<file path="src/rtl/rv32m_pkg.sv">
// Shared encodings and constants for the sequential RV32M multiply/divide unit.
package rv32m_pkg;

  typedef enum logic [2:0] {
    MD_MUL    = 3'd0,
    MD_MULH   = 3'd1,
    MD_MULHSU = 3'd2,
    MD_MULHU  = 3'd3,
    MD_DIV    = 3'd4,
    MD_DIVU   = 3'd5,
    MD_REM    = 3'd6,
    MD_REMU   = 3'd7
  } md_op_e;

  typedef enum logic [1:0] {
    ST_IDLE = 2'd0,
    ST_CALC = 2'd1,
    ST_FIX  = 2'd2,
    ST_DONE = 2'd3
  } md_state_e;

  localparam logic [31:0] DIV0_QUOT = 32'hFFFF_FFFF;
  localparam logic [31:0] INT_MIN   = 32'h8000_0000;

endpackage

</file>
<file path="src/rtl/muldiv_step.sv">
// One combinational iteration: radix-2 shift-add multiply or restoring shift-subtract divide.
module muldiv_step #(
  parameter int XLEN = 32
) (
  input  logic            is_div,
  input  logic [XLEN-1:0] hi,
  input  logic [XLEN-1:0] lo,
  input  logic [XLEN-1:0] opb,
  output logic [XLEN-1:0] hi_next,
  output logic [XLEN-1:0] lo_next
);

  logic [XLEN:0] sum;
  logic [XLEN:0] shifted;
  logic          ge;

  always_comb begin
    sum     = {1'b0, hi} + (lo[0] ? {1'b0, opb} : '0);
    shifted = {hi, lo[XLEN-1]};
    ge      = shifted >= {1'b0, opb};
    hi_next = '0;
    lo_next = '0;
    if (is_div) begin
      // The remainder stays below the divisor, so the difference always fits in XLEN bits.
      hi_next = ge ? (shifted[XLEN-1:0] - opb) : shifted[XLEN-1:0];
      lo_next = {lo[XLEN-2:0], ge};
    end else begin
      hi_next = sum[XLEN:1];
      lo_next = {sum[0], lo[XLEN-1:1]};
    end
  end

endmodule

</file>
<file path="src/rtl/rv32m_muldiv_seq.sv">
// Iterative RV32M multiply/divide: magnitudes through 32 single-bit steps, sign fixup at the end.
module rv32m_muldiv_seq
  import rv32m_pkg::*;
#(
  parameter int XLEN  = 32,
  parameter int CNT_W = 6
) (
  input  logic            clk,
  input  logic            rst,
  input  logic            start,
  input  logic            kill,
  input  logic [2:0]      op,
  input  logic [XLEN-1:0] rs1_val,
  input  logic [XLEN-1:0] rs2_val,
  output logic            busy,
  output logic            done,
  output logic [XLEN-1:0] result
);

  md_state_e        state_reg, state_next;
  logic [CNT_W-1:0] cnt_reg;
  logic [2:0]       op_reg;
  logic             neg_reg;
  logic [XLEN-1:0]  opb_reg, hi_reg, lo_reg, result_reg;
  logic [XLEN-1:0]  hi_step, lo_step;

  logic             a_sgn, b_sgn, a_neg, b_neg, div0, ovf, special, accept, last_iter;
  logic [XLEN-1:0]  a_mag, b_mag, special_val, fix_val;
  logic [2*XLEN-1:0] prod, prod_fix;

  always_comb begin
    a_sgn = (op == MD_MULH) || (op == MD_MULHSU) || (op == MD_DIV) || (op == MD_REM);
    b_sgn = (op == MD_MULH) || (op == MD_DIV) || (op == MD_REM);
  end

  assign a_neg     = a_sgn & rs1_val[XLEN-1];
  assign b_neg     = b_sgn & rs2_val[XLEN-1];
  assign a_mag     = a_neg ? -rs1_val : rs1_val;
  assign b_mag     = b_neg ? -rs2_val : rs2_val;
  assign div0      = op[2] && (rs2_val == '0);
  assign ovf       = op[2] && b_sgn && (rs1_val == INT_MIN) && (rs2_val == '1);
  assign special   = div0 | ovf;
  assign busy      = (state_reg == ST_CALC) || (state_reg == ST_FIX);
  assign done      = (state_reg == ST_DONE);
  assign accept    = start & ~kill & ~busy;
  assign last_iter = (cnt_reg == CNT_W'(XLEN-1));
  assign result    = result_reg;

  // op[1] separates remainder from quotient among the divide encodings.
  always_comb begin
    if (div0) special_val = op[1] ? rs1_val : DIV0_QUOT;
    else      special_val = op[1] ? '0 : INT_MIN;
  end

  muldiv_step #(.XLEN(XLEN)) u_step (
    .is_div  (op_reg[2]),
    .hi      (hi_reg),
    .lo      (lo_reg),
    .opb     (opb_reg),
    .hi_next (hi_step),
    .lo_next (lo_step)
  );

  always_comb begin
    prod     = {hi_reg, lo_reg};
    prod_fix = neg_reg ? -prod : prod;
    case (op_reg)
      MD_MUL:                       fix_val = prod_fix[XLEN-1:0];
      MD_MULH, MD_MULHSU, MD_MULHU: fix_val = prod_fix[2*XLEN-1:XLEN];
      MD_DIV, MD_DIVU:              fix_val = neg_reg ? -lo_reg : lo_reg;
      default:                      fix_val = neg_reg ? -hi_reg : hi_reg;
    endcase
  end

  always_ff @(posedge clk or posedge rst) begin
    if (rst) state_reg <= ST_IDLE;
    else     state_reg <= state_next;
  end

  always_comb begin
    state_next = state_reg;
    case (state_reg)
      ST_IDLE, ST_DONE: state_next = accept ? (special ? ST_DONE : ST_CALC) : ST_IDLE;
      ST_CALC: begin
        if (kill)           state_next = ST_IDLE;
        else if (last_iter) state_next = ST_FIX;
      end
      ST_FIX:  state_next = kill ? ST_IDLE : ST_DONE;
      default: state_next = ST_IDLE;
    endcase
  end

  always_ff @(posedge clk or posedge rst) begin
    if (rst) begin
      cnt_reg    <= '0;
      op_reg     <= '0;
      neg_reg    <= 1'b0;
      opb_reg    <= '0;
      hi_reg     <= '0;
      lo_reg     <= '0;
      result_reg <= '0;
    end else if (accept) begin
      cnt_reg <= '0;
      op_reg  <= op;
      // Remainder takes the dividend's sign; everything else the XOR of operand signs.
      neg_reg <= (op[2] & op[1]) ? a_neg : (a_neg ^ b_neg);
      opb_reg <= b_mag;
      hi_reg  <= '0;
      lo_reg  <= a_mag;
      if (special) result_reg <= special_val;
    end else if (state_reg == ST_CALC && !kill) begin
      hi_reg  <= hi_step;
      lo_reg  <= lo_step;
      cnt_reg <= cnt_reg + CNT_W'(1);
    end else if (state_reg == ST_FIX && !kill) begin
      result_reg <= fix_val;
    end
  end

endmodule

</file>
<file path="config.mk">
export PLATFORM = sky130hd
export DESIGN_NAME = rv32m_muldiv_seq
export DESIGN_NICKNAME = d
export VERILOG_FILES = /design/src/rtl/rv32m_pkg.sv /design/src/rtl/muldiv_step.sv /design/src/rtl/rv32m_muldiv_seq.sv
export SDC_FILE = /design/constraint.sdc
export NUM_CORES = 1
export LEC_CHECK = 0
export ABC_CLOCK_PERIOD_IN_PS = 9600
export BUFFER_PORTS_ARGS = -buffer_cell sky130_fd_sc_hd__buf_2
export CORE_UTILIZATION = 35
export DETAILED_ROUTE_END_ITERATION = 8
export HOLD_SLACK_MARGIN = 0.05
export SLEW_MARGIN = 20
export SYNTH_ARGS = -nofsm -noshare
export SYNTH_HDL_FRONTEND = slang
export SYNTH_SLANG_ARGS = --single-unit
export TNS_END_PERCENT = 50
</file>
<file path="constraint.sdc">
create_clock -name clk -period 9.6 [get_ports clk]
set_input_delay 0 -clock clk [delete_from_list [all_inputs] [get_ports clk]]
set_output_delay 0 -clock clk [all_outputs]
set_load 0.02 [all_outputs]
</file>
# --- Word-level counts from Yosys, hierarchy flattened ---
# Cells that the tools add are included.
# W data, S select, Z words.
totals:
  ff_bits: 140
  inputBits: 71
  wordCells: 96
op_classes:
  add_sub_neg: 8
  order_cmp: 1
  eq_ne: 18
  mux: 30
  n_bitwise: 9
  reduce_logical: 22
ops:
  columns: ["op", "n"]
  rows:
  - ["$mux W32", 19]
  - ["$neg A32 Y32", 4]
  - ["$pmux W32 S3", 1]
  - ["$eq A32 B32 Y1 const B", 2]
  - ["$mux W64", 1]
  - ["$neg A64 Y64", 1]
  - ["$add A32 B33 Y33", 1]
  - ["$ge A33 B32 Y1", 1]
  - ["$logic_not A32 Y1", 1]
  - ["$sub A32 B32 Y32", 1]
  - ["$eq A3 B3 Y1 const B", 4]
  - ["$mux W6", 2]
  - ["$mux W2", 5]
  - ["$eq A3 B2 Y1 const B", 3]
  - ["$add A6 B1 Y6 const B", 1]
  - ["$eq A3 B1 Y1 const B", 2]
  - ["$eq A6 B5 Y1 const B", 1]
  - ["$logic_and A1 B1 Y1", 6]
  - ["$logic_or A1 B1 Y1", 6]
  - ["$pmux W2 S3", 1]
  - ["$and A1 B1 Y1", 5]
  - ["$eq A2 B2 Y1 const B", 2]
  - ["$ne A2 B2 Y1 const B", 2]
  - ["$reduce_bool A2 Y1", 2]
  - ["12 further kinds", 14]

# --- Longest topological paths before layout ---
# Gate-level depths: netlist of the first run.
logic_depth:
  depth_word: 10
  ltp_mapped: 14
  mapped_depth_nobuf: 13

# --- Cells and area by module ---
# Synthesis of the first run repeated with hierarchy kept, for this count alone.
unflattened:
  cells_unflattened: 1932
  area_unflattened_um2: 14981.9
modules_own_cells:
  columns: ["mod", "n_inst", "cells_each", "area_per_inst_um2", "seq_area_each_um2"]
  rows:
  - ["rv32m_muldiv_seq", 1, 1250, 10292.4, 3503.4]
  - ["muldiv_step", 1, 682, 4689.5, 0.0]

# --- Worst setup path after synthesis of the first run ---
# No wires, ideal clock.
synth_timing:
  kind: "register -> register"
  start: "register lo_reg[0]"
  end: "register hi_reg[25]"
  setup_ns: 0.122
  arrival_ns: 3.075
  path_slack_ns: 6.404
  path_stages_with_launch: 14
  path_buffers: 1
  period_less_slack_ns: 3.196
  path_cell_list: "dfrtp_1 > inv_1 > clkbuf_1 > nor2_1 > ha_1 > a21oi_1 > nand2b_1 > a31oi_1 > o21a_1 > o31a_1 > a221oi_1 > o31ai_1 > mux2i_1 > a32o_1"
synth_via:
  elab_chain_len: 5
synth_lines:
  columns: ["element", "line_no", "rtl"]
  rows:
  - ["from (decl)", "rv32m_muldiv_seq.sv:24", "logic [XLEN-1:0] opb_reg, hi_reg, lo_reg, result_reg;"]
  - ["from (signal assigned)", "rv32m_muldiv_seq.sv:109", "lo_reg <= a_mag;"]
  - ["from (signal assigned)", "rv32m_muldiv_seq.sv:113", "lo_reg <= lo_step;"]
  - ["$mux W32", "muldiv_step.sv:18", "sum = {1'b0, hi} + (lo[0] ? {1'b0, opb} : '0);"]
  - ["$add A32 B33 Y33", "muldiv_step.sv:18", null]
  - ["$mux W32", "muldiv_step.sv:23", "if (is_div) begin"]
  - ["$mux W32", "rv32m_muldiv_seq.sv:111", "end else if (state_reg == ST_CALC && !kill) begin"]
  - ["$mux W32", "rv32m_muldiv_seq.sv:102", "end else if (accept) begin"]
  - ["to (signal assigned)", "rv32m_muldiv_seq.sv:112", "hi_reg <= hi_step;"]
  - ["to (decl)", "rv32m_muldiv_seq.sv:24", null]
# No other way between the ends. The select of a mux whose other input is x is not followed.
# A chain may end at the register's enable or synchronous reset.

# --- Worst setup path in the final report of the first run ---
# Same ends and word-level chain as after synthesis.

==> reports/results.tsv, run 1 <==
stage	metric	value	unit
synthesis	mapped cell area	14400	sq um
worst_setup_path	worst endpoint required time	9.93	ns
layout	# fillers	4164	
floorplan	# rows	73	
timing	headroom to the max-slew limit	24.8	%
drt	routed vias	15400	
pwr	Pwr per Cell Area	360	nW/um^2
clock_tree	Clock Pin Slew Worst Setup and Hold Paths	0.07	ns
drt	WL per Instance	21.5	microns
worst_setup_path	Crit. End Element	flip-flop	
worst_setup_path	R2R setup slack	5.41	ns
worst_setup_path	Register-to-Register Path Depth	13	
grt	largest net degree at the start of global routing	82	
synthesis	area leader, netlist	dfrtp_1	
pwr	maximum vdd drop	0.302	mV
worst_setup_path	Worst Path Arrival	4.51	ns
clock_tree	CTS tree	built	
grt	first-pass GRT wire length	85300	microns
worst_hold_path	Hold Crit Class	input pin to async pin	
synthesis	Post-Syn Area per Cell	7.41	sq um
worst_setup_path	reg2reg start	lo_reg[0]	
clock_tree	Longest Clk Path Bufs	2	
status	outcome	finished clean	
synthesis	syn nets	2093	
worst_setup_path	startpoint types	flip-flop	
layout	fin nets	2178	
floorplan	Top Ports	105	
timing	Slew Limit Fails	0	
worst_setup_path	Crit Reg-Reg Endpoint	hi_reg[25]	
synthesis	Synth Instances	1947	
placed_design	placed cells	2461	
synthesis	Top FF cell, synth	dfrtp_1	
timing	Worst Skew	0.0146	ns
run	max-cap viol count	0	
timing	Max Freq	239	MHz
timing	period utilization	43.6	%
grt	global-route total usage across every layer	26.3	%
clock_tree	CTS buffer count	17	
clock_tree	clock root buffer	clkbuf_16	
timing	min Tclk post-route	4.19	ns
floorplan	core area	40200	sq um
synthesis	sequential share of the synthesized area	24.3	%
layout	antenna fix cells	0	
layout	Reg area	3510	sq um
drt	number of DRC violations after detailed-routing iteration 0	1587	
pwr	Tot Pwr	6.00	mW
synthesis	synth unique cells	86	
drt	router iterations before antenna repair	6	
worst_setup_path	critical path class	flip-flop to flip-flop	
grt	antenna violations before repair	0	
drt	DR vias/cell	6.00	
synthesis	Yosys warnings	0	
synthesis	Synth top area share	24.3	%
placed_design	GPL Wtd Cong	0.954	
timing	worst-margin pin slew	1.13	ns
clock_tree	post_cts resized	0	
timing	Final TNS setup	0	ns
placed_design	dpl hpwl	40500	microns
synthesis	Area contributors post-synth	dfrtp_1 24%, o21ai_0 8.2%, ha_1 6.3%, nand2_1 5.3%, xnor2_1 5.0%	
floorplan	Die X	205	microns
drt	DRC viols	0	
drt	final WL	55300	microns
drt	Post-DRT Antenna Nets	0	
synthesis	post-synthesis register bit count	140	
floorplan	Initial Util	35.9	%
timing	Hold Vio Cnt, Final	0	
timing	RSZ-0062 raised after global routing	no	
synthesis	Post-synth EDFFs	0	
layout	Multi-input gate area	10100	sq um
placed_design	PortBufs	104	
worst_setup_path	crit path max fanout	30	
floorplan	die height	205	microns
clock_tree	Clock Sinks	140	
synthesis	asr flop ratio synth	100	%
grt	vias in the first global route	14700	
clock_tree	H-tree depth	4	
grt	grt total ovfl	0	
layout	Synth-to-Final Area Change	15.6	%
timing	final setup vio count	0	
layout	Non-Filler Instances	2570	
clock_tree	Clock Latency Late Sink	0.44	ns
layout	fraction of layout cells with a size suffix above 1	9.93	%
pwr	Leakage	6.89	nW
floorplan	DIE AREA	42000	sq um
## area by class of cell
| class | count | share of cell area (%) |
|---|---|---|
| clock buffers | 20 | 2.74 |
| repair buffers | 205 | 8.82 |
| flip-flops and latches | 140 | 21.0 |
| clock inverters | 12 | 1.10 |
| inverters | 70 | 1.61 |
| multi-input cells | 1598 | 60.8 |
| well taps | 525 | 3.94 |
## power breakdown
group / total (mW) / switching (mW) / internal [mW]
logic: 3.98 / 2.50 / 1.48
registers: 1.27 / 0.422 / 0.846
clock network: 0.755 / 0.302 / 0.452
## timing repair
action                    in CTS  in global routing
hold buffers                  77                  0
hold endpoints to repair     166                  0
setup buffers                  0                  0
## cell usage after synthesis (16+ instances only)
| master | number |
|---|---|
| o21ai_0 | 235 |
| nand2_1 | 205 |
| nor2_1 | 187 |
| a21oi_1 | 140 |
| dfrtp_1 | 140 |
| clkbuf_1 | 113 |
| xnor2_1 | 83 |
| ha_1 | 73 |
| xor2_1 | 71 |
| inv_1 | 68 |
| o211ai_1 | 51 |
| mux2i_1 | 44 |
| nand3_1 | 43 |
| nor3_1 | 42 |
| a31oi_1 | 38 |
| nand4_1 | 31 |
| a211oi_1 | 26 |
| o31ai_1 | 26 |
| a21o_1 | 25 |
| nor4_1 | 20 |
| or3_1 | 19 |
| nand2b_1 | 16 |
## placed cells by master (no fill, tap or decap), types with 24 or more instances in the layout
| cell | count |
|---|---|
| buf_2 | 104 |
| a211oi_1 | 26 |
| nand3_1 | 43 |
| mux2i_1 | 44 |
| nor3_1 | 42 |
| dfrtp_1 | 138 |
| o211ai_1 | 51 |
| a31oi_1 | 38 |
| inv_1 | 67 |
| o31ai_1 | 26 |
| nor2_1 | 186 |
| a21oi_1 | 140 |
| dlygate4sd3_1 | 77 |
| xor2_1 | 71 |
| buf_4 | 24 |
| ha_1 | 73 |
| nand4_1 | 31 |
| nand2_1 | 205 |
| xnor2_1 | 83 |
| a21o_1 | 25 |
| o21ai_0 | 235 |
## routing by layer
layer,vias up,GRT usage [%],part of all wire [%]
li1,7285,-,-
met5,-,0,0
met2,646,39.9,44
met4,0,11.1,3.5
met3,123,5.00,7.5
met1,7361,36.2,45
## kinds of logic after synthesis
family	after synthesis	share of synthesized area (%)
simple gates	646	21.4
flops	140	24.3
xor+xnor	154	9.35
mux	49	3.44
buf+inv	209	5.73
compound gates	674	29.2
fa+ha+maj	75	6.61
## stage by stage
| stage | hold WS [ns] | instance area (sq um) | utilization, % | setup slack, ns |
|---|---|---|---|---|
| floorplan | 0.105 | 14400 | - | 5.85 |
| global placement | 0.171 | 15300 | 38.0 | 5.49 |
| detailed placement | 0.177 | 15300 | 38.0 | 5.51 |
| CTS | 0.256 | 16700 | 41.5 | 5.47 |
| global route | 0.280 | 16700 | 41.5 | 5.18 |
| finish | 0.228 | 16700 | 41.5 | 5.41 |
## critical path, cell delays in order (launching register included)
cell	delay [ns]
dfrtp_1	0.54
inv_1	0.15
buf_4	0.37
nor2_1	0.10
ha_1	0.35
nor2b_1	0.17
o2111ai_1	0.29
a31oi_1	0.21
o21a_1	0.29
o31a_1	0.37
a221oi_1	0.56
o31ai_1	0.19
mux2i_1	0.20
a32o_1	0.27
## worst max path at each step
stage | startpoint | endpoint | slack (ns) | cells after the start
after global placement | lo_reg[0] | hi_reg[25] | 5.49 | 13
after CTS | hi_reg[0] | hi_reg[10] | 5.47 | 11
after global routing | hi_reg[0] | hi_reg[12] | 5.18 | 11
after floorplan | rst | cnt_reg[0] | 5.85 | 1
final | lo_reg[0] | hi_reg[25] | 5.41 | 13
after detailed placement | lo_reg[0] | hi_reg[25] | 5.51 | 13
No activity file was read; power rests on OpenSTA's default activity.
==> inputs of run 2 (changes only) <==
- ABC_CLOCK_PERIOD_IN_PS: 9600 -> 4250
- clock period: 9.6 -> 4.25 ns (I/O delays scaled with it)
==> reports/results.tsv, run 2 (synthesis results as in run 1) <==
stage	metric	value	unit	change
status	outcome	finished clean		
floorplan	Initial Util	35.9	%	unchanged
timing	final hold slack	0.170	ns	-0.0584 ns
layout	antenna fix cells	0		unchanged
grt	vias in the first global route	14800		+0.97%
pwr	Pwr per Cell Area	807	nW/um^2	+120%
floorplan	# rows	73		unchanged
timing	final setup vio count	0		unchanged
worst_setup_path	worst-path cell chain	clkinvlp_4, buf_4, nor2_1, ha_1, a21oi_1, o211ai_1, a41oi_1, o211ai_1, o211ai_1, o21ai_0, o41ai_1, a41oi_1, o31ai_1		
timing	Final TNS setup	0	ns	unchanged
clock_tree	Clock Latency Late Sink	0.47	ns	+0.03 ns
layout	commonest non-fill, non-tap cells in the layout	235 x o21ai_0, 205 x nand2_1, 186 x nor2_1, 140 x a21oi_1, 138 x dfrtp_1		
placed_design	Area after DPL	15500	sq um	+1.6%
grt	antenna violations before repair	0		unchanged
run	max-cap viol count	0		unchanged
pwr	maximum vdd drop	0.513	mV	+70%
grt	grt total ovfl	0		unchanged
timing	Max Freq	263	MHz	+10%
pwr	Tot Pwr	13.6	mW	+130%
floorplan	Top Ports	105		unchanged
drt	WL per Instance	21.1	microns	-2.1%
drt	final WL	54800	microns	-0.95%
clock_tree	CTS buffer count	17		unchanged
worst_setup_path	Crit path largest cell delay	0.51	ns	-0.05 ns
pwr	Leakage	7.01	nW	+1.8%
worst_setup_path	CP bufs+invs	2		unchanged
timing	Slew Limit Fails	0		unchanged
grt	first-pass GRT wire length	85900	microns	+0.71%
timing	headroom to the max-slew limit	33.9	%	+9.1 points
clock_tree	CTS tree	built		
timing	worst-margin pin slew	0.989	ns	-0.136 ns
drt	DR vias/cell	6.00		about the same
worst_setup_path	slowest stage cell on the critical path	dfrtp_1		
placed_design	GPL Wtd Cong	0.940		-1.4%
worst_setup_path	crit path max fanout	11		-63%
drt	routed vias	15600		+1.2%
grt	largest net degree at the start of global routing	149		+82%
timing	period utilization	89.5	%	+46 points
layout	commonest non-fill, non-tap cell in the layout	o21ai_0		
worst_setup_path	Top Family by Delay on Critical Path	compound AO/OA/AOI/OAI gates		
clock_tree	Longest Clk Path Bufs	2		unchanged
floorplan	core area	40200	sq um	unchanged
layout	final instance area	16900	sq um	+1.2%
drt	number of DRC violations after detailed-routing iteration 0	1626		+2.5%
worst_hold_path	Hold Crit Class	input pin to async pin		
clock_tree	Clock Sinks	140		unchanged
drt	DRC viols	0		unchanged
worst_setup_path	critical path class	flip-flop to flip-flop		
grt	global-route total usage across every layer	26.2	%	-0.031 points
floorplan	die height	205	microns	unchanged
placed_design	dpl hpwl	40300	microns	-0.45%
timing	min Tclk post-route	3.80	ns	-0.383 ns
drt	Post-DRT Antenna Nets	0		unchanged
placed_design	PortBufs	104		unchanged
floorplan	Die X	205	microns	unchanged
floorplan	DIE AREA	42000	sq um	unchanged
worst_setup_path	most used cell, CP	o211ai_1		
layout	Synth-to-Final Area Change	17.0	%	
clock_tree	clock root buffer	clkbuf_16		
worst_setup_path	Worst Path Arrival	4.16	ns	-0.35 ns
layout	fraction of layout cells with a size suffix above 1	11.1	%	+1.2 points
clock_tree	H-tree depth	4		unchanged
timing	Hold Vio Cnt, Final	0		unchanged
drt	router iterations before antenna repair	6		unchanged
clock_tree	Clock Pin Slew Worst Setup and Hold Paths	0.07	ns	about the same
layout	Core Util, Final	42.0	%	+0.51 points
worst_setup_path	startpoint types	flip-flop		
worst_setup_path	worst endpoint required time	4.61	ns	-5.32 ns
layout	fin nets	2209		+1.4%
timing	Worst Skew	0.0211	ns	+0.00655 ns
worst_setup_path	Crit. End Element	flip-flop		
run 2: layout make-up:
| type | instances | area, sq um |
|---|---|---|
| Fill cell | 4144 | 23300 |
| Multi-Input combinational cell | 1598 | 10100 |
| Sequential cell | 140 | 3510 |
| Timing Repair Buffer | 236 | 1740 |
| Tap cell | 525 | 657 |
| Clock buffer | 20 | 437 |
| Inverter | 70 | 272 |
| Clock inverter | 12 | 140 |
run 2: power by group:
| group | leakage [nW] | internal (mW) | switching (mW) |
|---|---|---|---|
| Clock | 0.272 | 0.871 | 0.697 |
| Sequential | 1.76 | 1.91 | 0.832 |
| Combinational | 4.98 | 3.53 | 5.77 |
run 2: worst reg2reg max path: stages (launching register included):
cell and delay [ns]:
dfrtp_1 0.51, clkinvlp_4 0.33, buf_4 0.24, nor2_1 0.10, ha_1 0.30, a21oi_1 0.17
o211ai_1 0.14, a41oi_1 0.50, o211ai_1 0.20, o211ai_1 0.28, o21ai_0 0.29, o41ai_1 0.33
a41oi_1 0.08, o31ai_1 0.24
run 2: stage by stage:
stage / std cells / setup WS, ns
global placement: 2488 / 0.451
CTS: 2598 / 0.410
global route: 2601 / -0.0129
floorplan: 1947 / 0.497
detailed placement: 2488 / 0.421
finish: 2601 / 0.447
run 2: final timing paths:
check | start | endpoint | slack (ns) | cells past startpoint
min reg2reg | opb_reg[12] | opb_reg[12] | 0.48 | 2
min | rst | result[18] | 0.17 | 3
max in group asynchronous | rst | op_reg[2] | 3.15 | 4
min in group clk | start | cnt_reg[2] | 0.19 | 4
max reg2reg | lo_reg[0] | hi_reg[28] | 0.45 | 13
max | lo_reg[0] | hi_reg[28] | 0.45 | 13
run 2: timing repair:
item / in CTS / in global routing
setup buffers: 0 / 3
endpoints found under the setup margin: 0 / 1
endpoints found under the hold margin: 157 / 0
resized for setup: 0 / 1
hold buffers: 78 / 0
run 2: routing by layer:
metal  part of all wire [%]  GRT usage [%]
met1                     46           37.0
met2                     45           40.6
met3                    6.3           3.29
met4                    3.2           9.71
met5                      0              0
